`config.mk`:
```
export PLATFORM = sky130hd
export DESIGN_NAME = chimp_layout_table
export DESIGN_NICKNAME = d
export VERILOG_FILES = /design/src/rtl/chimp_pkg.sv /design/src/rtl/chimp_layout_table.sv
export SDC_FILE = /design/constraint.sdc
export NUM_CORES = 1
export LEC_CHECK = 0
export ABC_AREA = 0
export CAP_MARGIN = 20
export CORE_ASPECT_RATIO = 1.1
export CORE_MARGIN = 3
export CORE_UTILIZATION = 63
export CTS_BUF_LIST = sky130_fd_sc_hd__clkbuf_8 sky130_fd_sc_hd__clkbuf_16
export CTS_CLUSTER_DIAMETER = 40
export DETAILED_ROUTE_END_ITERATION = 8
export PLACE_DENSITY = 0.89
export SETUP_SLACK_MARGIN = 0.05
export SLEW_MARGIN = 20
export SYNTH_ARGS = -nofsm -noshare
export SYNTH_HDL_FRONTEND = slang
export SYNTH_SLANG_ARGS = --single-unit
```
`constraint.sdc`:
```
create_clock -name clk -period 7.1 [get_ports clk]
set_input_delay 1.42 -clock clk [delete_from_list [all_inputs] [get_ports clk]]
set_output_delay 1.42 -clock clk [all_outputs]
set_load 0.02 [all_outputs]
```
`src/rtl/chimp_pkg.sv`:
```
// rtl/chimp_pkg.sv - shared types and constants for the chimp-test game logic
package chimp_pkg;

  localparam int GRID_DIM    = 8;
  localparam int MAX_NUMS    = 16;
  localparam int MIN_NUMS    = 4;
  localparam int MAX_STRIKES = 3;

  localparam int COORD_W = $clog2(GRID_DIM);
  localparam int IDX_W   = $clog2(MAX_NUMS);
  localparam int CNT_W   = IDX_W + 1;

  typedef enum logic [2:0] {
    IDLE,
    LOAD,
    SHOW,
    PLAY,
    PASS,
    FAIL,
    OVER
  } state_t;

  typedef struct packed {
    logic [COORD_W-1:0] x;
    logic [COORD_W-1:0] y;
  } cell_t;

  function automatic logic [CNT_W-1:0] sat_inc(input logic [CNT_W-1:0] v,
                                                input int unsigned      lim);
    if (v >= CNT_W'(lim)) return CNT_W'(lim);
    return v + 1'b1;
  endfunction

endpackage

```
`src/rtl/chimp_layout_table.sv`:
```
// rtl/chimp_layout_table.sv - layout register file, visibility mask and lowest-index hit search
module chimp_layout_table
  import chimp_pkg::*;
(
  input  logic                clk,
  input  logic                rst_n,
  input  logic                wr_en,
  input  logic [IDX_W-1:0]    wr_idx,
  input  cell_t               wr_cell,
  input  logic                clr_one,
  input  logic [IDX_W-1:0]    clr_idx,
  input  logic                clr_all,
  input  logic [CNT_W-1:0]    active_cnt,
  input  cell_t               probe,
  input  logic [IDX_W-1:0]    rd_idx,
  output cell_t               rd_cell,
  output logic [MAX_NUMS-1:0] mask,
  output logic                hit,
  output logic [IDX_W-1:0]    hit_idx
);

  cell_t               table_q [MAX_NUMS];
  logic [MAX_NUMS-1:0] match;

  always_ff @(posedge clk or negedge rst_n) begin
    if (!rst_n) begin
      for (int i = 0; i < MAX_NUMS; i++) table_q[i] <= '0;
    end else if (wr_en) begin
      table_q[wr_idx] <= wr_cell;
    end
  end

  always_ff @(posedge clk or negedge rst_n) begin
    if (!rst_n) begin
      mask <= '0;
    end else if (clr_all) begin
      mask <= '0;
    end else begin
      if (wr_en)   mask[wr_idx]  <= 1'b1;
      if (clr_one) mask[clr_idx] <= 1'b0;
    end
  end

  // Entries beyond the round's count may hold stale cells from a longer round.
  always_comb begin
    match = '0;
    for (int i = 0; i < MAX_NUMS; i++) begin
      match[i] = mask[i] && (table_q[i] == probe) && (CNT_W'(i) < active_cnt);
    end
  end

  always_comb begin
    hit     = 1'b0;
    hit_idx = '0;
    for (int i = MAX_NUMS - 1; i >= 0; i--) begin
      if (match[i]) begin
        hit     = 1'b1;
        hit_idx = IDX_W'(i);
      end
    end
  end

  assign rd_cell = table_q[rd_idx];

endmodule

```
==> results of run 1 <==
cells in the final DEF (no fill, tap or decap), types with 3 or more instances in the layout:
master	count
nor3_1	11
a21oi_1	6
nor2_1	30
mux4_2	30
clkdlybuf4s50_1	58
a311oi_1	3
a31oi_1	4
clkbuf_8	10
xor2_1	21
dfrtp_1	112
a221oi_1	5
nor2b_1	5
xnor2_2	3
or3_1	5
nor4_1	9
and3_1	5
buf_4	8
xnor2_1	72
a211oi_1	9
nand2b_1	6
nand2_1	11
nand4_1	15
mux2_2	96
nand3_1	13
inv_1	9
cell usage after synthesis, types with 7 or more instances:
| cell | instances | share of area, % |
|---|---|---|
| clkbuf_1 | 18 | 1.0 |
| nor3_1 | 11 | 0.84 |
| inv_1 | 7 | 0.40 |
| nor2_1 | 30 | 1.7 |
| a211oi_1 | 9 | 1.0 |
| xnor2_1 | 72 | 9.6 |
| xor2_1 | 21 | 2.8 |
| dfrtp_1 | 112 | 43 |
| buf_2 | 10 | 0.76 |
| mux4_2 | 30 | 10 |
| nor4_1 | 9 | 0.86 |
| nand2_1 | 11 | 0.63 |
| nand4_1 | 15 | 1.4 |
| mux2_2 | 96 | 16 |
| nand3_1 | 13 | 0.99 |
power by group:
| group | leakage, nW | switching [mW] | internal [mW] |
|---|---|---|---|
| sequential | 1.40 | 0.137 | 0.767 |
| clock | 0.0967 | 0.202 | 0.165 |
| combinational | 1.40 | 0.230 | 0.311 |
metrics by stage:
| stage | hold slack (ns) | worst slack, ns |
|---|---|---|
| 5_1_grt | 0.5799 | 0.8973 |
| 3_3_place_gp | 0.5286 | 1.078 |
| 4_1_cts | 0.5598 | 1.078 |
| 2_1_floorplan | 0.5173 | 2.416 |
| 3_5_place_dp | 0.5382 | 1.072 |
| 6_report | 0.5605 | 0.9739 |
registers in the layout, indices dropped and copies added (netlist names):
register  flops
table_q      96
mask         16
how the worst min path moves through the flow:
stage	cells past startpoint	to	slack, ns	from
final	1	table_q[53]$_DFFE_PN0P_	0.56	table_q[53]$_DFFE_PN0P_
after global routing	1	table_q[4]$_DFFE_PN0P_	0.58	table_q[4]$_DFFE_PN0P_
after CTS	1	table_q[68]$_DFFE_PN0P_	0.56	table_q[68]$_DFFE_PN0P_
after detailed placement	1	table_q[68]$_DFFE_PN0P_	0.54	table_q[68]$_DFFE_PN0P_
after global placement	1	table_q[71]$_DFFE_PN0P_	0.53	table_q[71]$_DFFE_PN0P_
after floorplan	1	table_q[87]$_DFFE_PN0P_	0.52	table_q[87]$_DFFE_PN0P_
kinds of logic (layout without fill, tap and decap cells):
kind of cell / count (synthesis) / after routing / synth area share, %
muxes: 126 / 126 / 26.68
and+or+nand+nor: 123 / 123 / 10.09
DFF: 112 / 112 / 42.57
xor gates and xnor gates: 96 / 96 / 13.11
buffers and inverters: 43 / 87 / 3.098
AOI/OAI and AO/OA: 39 / 39 / 4.447
worst register-to-register path: cells and delay by family (launching register included):
kind                   cells  cell delay [ns]
AO/OA/AOI/OAI              1             0.30
buffers and inverters      1             0.09
flip-flops                 1             0.44
cell type report:
| type | instances | area (um^2) |
|---|---|---|
| repair buffers | 67 | 645.6 |
| fillers | 690 | 2630 |
| multi-input cells | 384 | 3577 |
| flip-flops and latches | 112 | 2803 |
| clock inverters | 3 | 37.54 |
| clock buffers | 10 | 137.6 |
| well taps | 140 | 175.2 |
| inverters | 7 | 26.28 |
routing by layer:
layer | vias to the layer above | share of wire (%)
met1 | 2447 | 38
met5 | - | 0
li1 | 2045 | -
met4 | 0 | 5.5
met2 | 287 | 48
met3 | 70 | 8.7
==> impl_metrics.toml, run 1 <==
[drt]
routed_wl_mm = 18.25
viasPerCell = 6.707
drc_errors = 0
vias = 4849
antenna_left = 0
first_pass_iters = 7
wire_per_inst_um = 25.24
drt-initial-drc-count = 375

[floorplanning]
coreArea_um2 = 10030
fp.dieH_um = 113.2
fp-row-count = 38
io-pin-count = 61
die_w_um = 103.5
die-area_um2 = 11710
start_util_pct = 65.63

[layout]
fin_cells = 723
num_antenna_cells = 0
fin_util_pct = 73.78
drive_above_1_share_pct = 26.42
final_net_count = 615
area_growth_pct = 12.43
final_cell_area_um2 = 7402

[timing]
fin_setup_tns_ns = 0
worst_pin_slew_ns = 1.013
period_minus_slack_ns = 6.126
fin_crit_sh_pct = 86.28
hold_violations = 0
finalSetupViolations = 0
finClkSkew_ns = 0
maxSlewHeadroom_pct = 32.28
fmax_mhz = 163.2
rsz0062_at_grt = "no"
drv_slew = 0

[placement]
gp_congestion = 1.031
place_hpwl_mm = 13.38
port_buffers = 60
place_area_um2 = 7227
placed_cells = 710

[clock_tree]
cts_sinks = 112
clkTransAtPathRegs_ns = 0.10
post_cts_resized = 0
clock_path_buffers = 2
ctsRootBufferMaster = "clkbuf_8"
postCtsSetupBuffers = 0
cts_tree = "done"
postCtsHoldBufs = 0
h-tree-depth = 3
clkLatencyLatePin_ns = 0.38
cts_buffers = 9

[synth]
synth-seq-cells = 112
seq_area_frac_synth_pct = 42.57
async_reset_ff_share_pct = 100.0
synth_warnings = 0
yosys_most_used_dff = "dfrtp_1"
synth_edf_count = 0
syn_inst = 539
synth_area_per_cell_um2 = 12.21
synth.distinct_cells = 48
syn_area_um2 = 6584
syn_nets = 573

[flow_run]
maxCapViolations = 0

[power_and_ir_drop]
leakage_nw = 2.900
powerDensity_nw_per_um2 = 244.8
total_power_mw = 1.812
ir_drop_v = 0.0002216

[critical_path]
slowest_stage = "clkdlybuf4s50_1"
r2r_setup_slack_ns = 6.16
cp_top_family = "buffers and inverters"
rr_startpoint = "mask[1]$_DFF_PN0_"
cp-endpoint = "hit_idx[0]"
required_ns = 5.68
cp_cell_sequence = "clkdlybuf4s50_1 > xnor2_1 > nand4_1 > nor4_1 > or2_2 > o31ai_1 > o31ai_1 > clkdlybuf4s50_1"
worst-path-buf-inv = 2
criticalPathCategory = "in2out"
r2r_cells = 2
r2r-end = "mask[1]$_DFF_PN0_"
startpoint = "probe[5]"
start_kind = "input port"
crit_path_max_fanout = 16
crit_cells = 8
cp.arrival_ns = 4.71
end_kind = "output port"
worst_path_largest_cell_delay_ns = 1.14

[global_route]
grt_pass1_vias = 4927
grt_pass1_wl_mm = 28.17
grt_usage_pct = 33.09
grt_max_degree = 61
gr-usage-met3_pct = 9.186
grt_use_met2_pct = 51.74
gr-usage-met1_pct = 42.49
grt-ovfl-total = 0
gr-max-usage-layer = "met2"
antenna_found_initial = 0

[min_path]
hp-class = "reg2reg"

[run_status]
run_status = "complete, no violations"
(Power assumes the default switching activity.)
==> run 2, diff against run 1 <==
- MAX_ROUTING_LAYER: unset -> met4
- REMOVE_ABC_BUFFERS: unset -> 1
==> run 2 against run 1 <==
  * Flip-flop and latch count stayed put
  * Routed wire length is 2.5% higher
  * Maximum frequency is 1.7% higher
  * Combinational power hardly changed
  * Sequential power is 0.8% higher
  * Worst setup slack better by 0.10 ns
  * Register-to-register slack better by 0.04 ns
  * Non-clock buffer count is 2 higher
==> impl_metrics.toml, run 2 (synthesized netlist as in run 1, its figures left out) <==
[run_status]
run_status = "complete, no violations"

[placement]
dp_slack_ns = 1.177
placed_cells = 712
place_area_um2 = 7242
port_buffers = 60
gp_congestion = 1.050
place_hpwl_mm = 13.68

[clock_tree]
post_cts_resized = 0
h-tree-depth = 3
clkTransAtPathRegs_ns = 0.10
clock_path_buffers = 2
clkLatencyLatePin_ns = 0.39
cts_sinks = 112
postCtsHoldBufs = 0
postCtsSetupBuffers = 0
cts_buffers = 9
cts_tree = "done"
ctsRootBufferMaster = "clkbuf_8"

[critical_path]
end_kind = "output port"
criticalPathCategory = "in2out"
rr_startpoint = "mask[12]$_DFF_PN0_"
startpoint = "probe[5]"
required_ns = 5.68
worst_path_largest_cell_delay_ns = 0.84
cp_top_family = "buffers and inverters"
cp_cell_sequence = "clkdlybuf4s50_1 > buf_4 > xnor2_1 > nand4_1 > nor4_1 > or2_2 > o31ai_1 > o31ai_1 > clkdlybuf4s50_1"
cp.arrival_ns = 4.60
worst-path-buf-inv = 3
start_kind = "input port"
slowest_stage = "clkdlybuf4s50_1"
crit_path_max_fanout = 9
r2r_setup_slack_ns = 6.20

[floorplanning]
die-area_um2 = 11710
io-pin-count = 61
coreArea_um2 = 10030
fp-row-count = 38
die_w_um = 103.5
fp.dieH_um = 113.2
start_util_pct = 65.63

[timing]
rsz0062_at_grt = "no"
fin_crit_sh_pct = 84.83
finClkSkew_ns = 0
finalWorstSetupSlack_ns = 1.077
drv_slew = 0
fin_hold_ws_ns = 0.5695
maxSlewHeadroom_pct = 41.34
fmax_mhz = 166.0
worst_pin_slew_ns = 0.8772
hold_violations = 0
period_minus_slack_ns = 6.023
finalSetupViolations = 0
fin_setup_tns_ns = 0

[drt]
vias = 4841
drc_errors = 0
antenna_left = 0
routed_wl_mm = 18.70
viasPerCell = 6.659
wire_per_inst_um = 25.72
drt-initial-drc-count = 422
first_pass_iters = 5

[power_and_ir_drop]
total_power_mw = 1.831
powerDensity_nw_per_um2 = 246.5
ir_drop_v = 0.0001469
leakage_nw = 2.914

[layout]
largest_reg_flops = 96
drive_above_1_share_pct = 26.92
final_cell_mix = "dfrtp_1 (112), mux2_2 (96), xnor2_1 (72)"
final.fill_count = 704
fin_cells = 727
regArea_um2 = 2803
area_growth_pct = 12.85
fin_util_pct = 74.06
reg.largest.list = "table_q x96, mask x16"
final_net_count = 617
final_cell_area_um2 = 7430
top_register = "table_q"
layout_commonest_cell = "dfrtp_1"
multi_input_area_um2 = 3577
num_antenna_cells = 0

[min_path]
min_from = "table_q[90]$_DFFE_PN0P_"
hp-class = "reg2reg"

[global_route]
grt_max_degree = 70
grt-ovfl-total = 0
grt_usage_pct = 34.82
antenna_found_initial = 0
grt_pass1_vias = 5022
grt_pass1_wl_mm = 28.91

[flow_run]
maxCapViolations = 0
## run 2: changes by cell type in the layout (fill, tap and decap cells not counted), sizes merged
cell / delta
buf: +2
clkinv: +1
clkinvlp: +1
## run 2: worst paths after layout
kind / to / depth (start not counted)
worst max-delay path: hit_idx[0] / 9
worst min register to register: table_q[90]$_DFFE_PN0P_ / 1
worst min-delay path: table_q[90]$_DFFE_PN0P_ / 1
worst max register to register: mask[12]$_DFF_PN0_ / 2
min in group asynchronous: table_q[17]$_DFFE_PN0P_ / 1
max in group asynchronous: table_q[86]$_DFFE_PN0P_ / 2
## run 2: worst register-to-register path, delay by kind of cell, from the launching register on
| family | cells | cell delay, ns |
|---|---|---|
| flip-flops | 1 | 0.39 |
| AO/OA/AOI/OAI | 1 | 0.30 |
| buffers and inverters | 1 | 0.09 |
## run 2: per-layer routing
metal	part of all wire, %	GRT usage, %	routed length, um	up-vias
li1	-	-	-	2050
met1	38	45.93	7108	2431
met2	47	50.72	8800	298
met3	10	8.816	1924	62
met4	4.6	15.80	865	0
met5	0	-	0	-
## run 2: power breakdown
group / internal, mW / switching (mW) / leakage (nW)
clock: 0.168 / 0.211 / 0.101
combinational: 0.312 / 0.229 / 1.41
sequential: 0.766 / 0.145 / 1.40
## run 2: layout make-up
| class | count | share of cell area (%) |
|---|---|---|
| Sequential cell | 112 | 37.72 |
| Tap cell | 140 | 2.358 |
| Multi-Input combinational cell | 384 | 48.15 |
| Clock buffer | 10 | 1.852 |
| Timing Repair Buffer | 69 | 8.892 |
| Inverter | 7 | 0.3537 |
| Clock inverter | 5 | 0.6736 |
==> run 3, diff against run 2 <==
- CORE_UTILIZATION: 63 -> 58
- PLACE_DENSITY: 0.89 -> 0.83
- clock period: 7.1 -> 6.2 ns (I/O delays scaled with it)
==> run 3 against run 2 <==
  * Critical path depth unchanged
  * Final cell count increased by 1.4%
  * Die area rose by 8.1%
==> impl_metrics.toml, run 3 (synthesized netlist as in run 1, its figures left out) <==
[timing]
finClkSkew_ns = 0
maxSlewHeadroom_pct = 40.29
fmax_mhz = 177.0
drv_slew = 0
period_minus_slack_ns = 5.649
rsz0062_at_grt = "no"
fin_crit_sh_pct = 91.11
fin_setup_tns_ns = 0
worst_pin_slew_ns = 0.8956
hold_violations = 0
finalSetupViolations = 0

[critical_path]
criticalPathCategory = "in2out"
crit_path_max_fanout = 11
worst_path_largest_cell_delay_ns = 0.70
required_ns = 4.96
worst-path-buf-inv = 3
cp.arrival_ns = 4.41
slowest_stage = "clkdlybuf4s50_1"
start_kind = "input port"
cpMostUsedCell = "clkdlybuf4s50_1"
rr_startpoint = "mask[13]$_DFF_PN0_"
cp_cell_sequence = "clkdlybuf4s50_1 > buf_4 > xnor2_1 > nand4_1 > nor4_1 > nand4bb_1 > nand3_1 > a31oi_1 > clkdlybuf4s50_1"
startpoint = "probe[2]"
cp_top_family = "buffers and inverters"
end_kind = "output port"

[placement]
gp_congestion = 1.035
place_area_um2 = 7278
place_hpwl_mm = 14.23
port_buffers = 60

[layout]
multi_input_area_um2 = 3577
drive_above_1_share_pct = 27.29
layout_commonest_cell = "dfrtp_1"
num_antenna_cells = 0
final_net_count = 619
final_cell_mix = "dfrtp_1 (112), mux2_2 (96), xnor2_1 (72)"
final.fill_count = 854
top_register = "table_q"
final_cell_area_um2 = 7579
largest_reg_flops = 96
regArea_um2 = 2803
reg.largest.list = "table_q x96, mask x16"
area_growth_pct = 15.11

[drt]
antenna_left = 0
routed_wl_mm = 19.58
wire_per_inst_um = 26.57
drt-initial-drc-count = 508
viasPerCell = 6.665
first_pass_iters = 5
drc_errors = 0
vias = 4912

[clock_tree]
clkTransAtPathRegs_ns = 0.07
cts_buffers = 9
cts_tree = "done"
clkLatencyLatePin_ns = 0.36
postCtsHoldBufs = 0
ctsRootBufferMaster = "clkbuf_16"
cts_sinks = 112
clock_path_buffers = 2
h-tree-depth = 3
post_cts_resized = 0
postCtsSetupBuffers = 0

[floorplanning]
coreArea_um2 = 11010
die-area_um2 = 12670
start_util_pct = 59.80
io-pin-count = 61
fp-row-count = 40
die_w_um = 107.6
fp.dieH_um = 117.7

[global_route]
grt_pass1_wl_mm = 29.84
grt-ovfl-total = 0
grt_max_degree = 70
grt_pass1_vias = 4910
antenna_found_initial = 0
grt_usage_pct = 32.86

[power_and_ir_drop]
powerDensity_nw_per_um2 = 299.3
ir_drop_v = 0.0002799
total_power_mw = 2.268
leakage_nw = 2.985

[min_path]
min_from = "table_q[12]$_DFFE_PN0P_"
hp-class = "reg2reg"

[run_status]
run_status = "complete, no violations"

[flow_run]
maxCapViolations = 0
==> run 3: changes by cell type in the layout (fill, tap and decap cells not counted) <==
cell | previous run | this run
buf_12 | 0 | 1
buf_4 | 10 | 11
clkbuf_16 | 0 | 9
clkbuf_8 | 10 | 2
clkinv_2 | 1 | 2
clkinvlp_4 | 1 | 0
==> run 3: per-stage QoR <==
step                util (%)  hold WS (ns)  cells  worst slack [ns]
finish                 68.83        0.5541    737            0.5511
global route           68.83        0.5721    737            0.4296
CTS                    68.83        0.5553    737            0.6280
detailed placement     66.10        0.5399    721            0.6389
global placement       66.10        0.5285    721            0.6482
floorplan                  -        0.5173    503             2.245
==> run 3: final cells by class <==
type | count | share of cell area, %
sequential | 112 | 36.98
clock buffer | 11 | 3.335
inverter | 7 | 0.3467
timing repair buffer | 71 | 9.080
clock inverter | 5 | 0.6274
multi-input combinational | 384 | 47.20
tap | 147 | 2.427
==> run 3: worst register-to-register path, stage by stage (launching register included) <==
cell and delay, ns:
dfrtp_1 0.41, nor2_1 0.08, a311oi_1 0.29
==> run 3: final timing paths <==
| kind | slack (ns) | endpoint | cells after the start |
|---|---|---|---|
| setup reg to reg | 5.31 | mask[13]$_DFF_PN0_ | 2 |
| max in group asynchronous | 4.03 | table_q[56]$_DFFE_PN0P_ | 2 |
| hold reg to reg | 0.55 | table_q[12]$_DFFE_PN0P_ | 1 |
| hold / removal | 0.55 | table_q[12]$_DFFE_PN0P_ | 1 |
| setup / recovery | 0.55 | hit_idx[2] | 9 |
| min in group asynchronous | 0.86 | table_q[25]$_DFFE_PN0P_ | 1 |
==> run 3: where the power goes <==
part	switching, mW	total [mW]	internal [mW]	leakage [nW]
clock network	0.265	0.597	0.331	0.158
logic	0.272	0.632	0.359	1.43
registers	0.161	1.04	0.879	1.40
==> run 3: layer usage <==
layer | vias up | routed length (um) | global-route usage [%]
met5 | - | 0 | -
met4 | 0 | 769 | 14.60
met3 | 44 | 1467 | 5.211
met2 | 221 | 9547 | 49.81
met1 | 2584 | 7799 | 43.93
li1 | 2063 | - | -
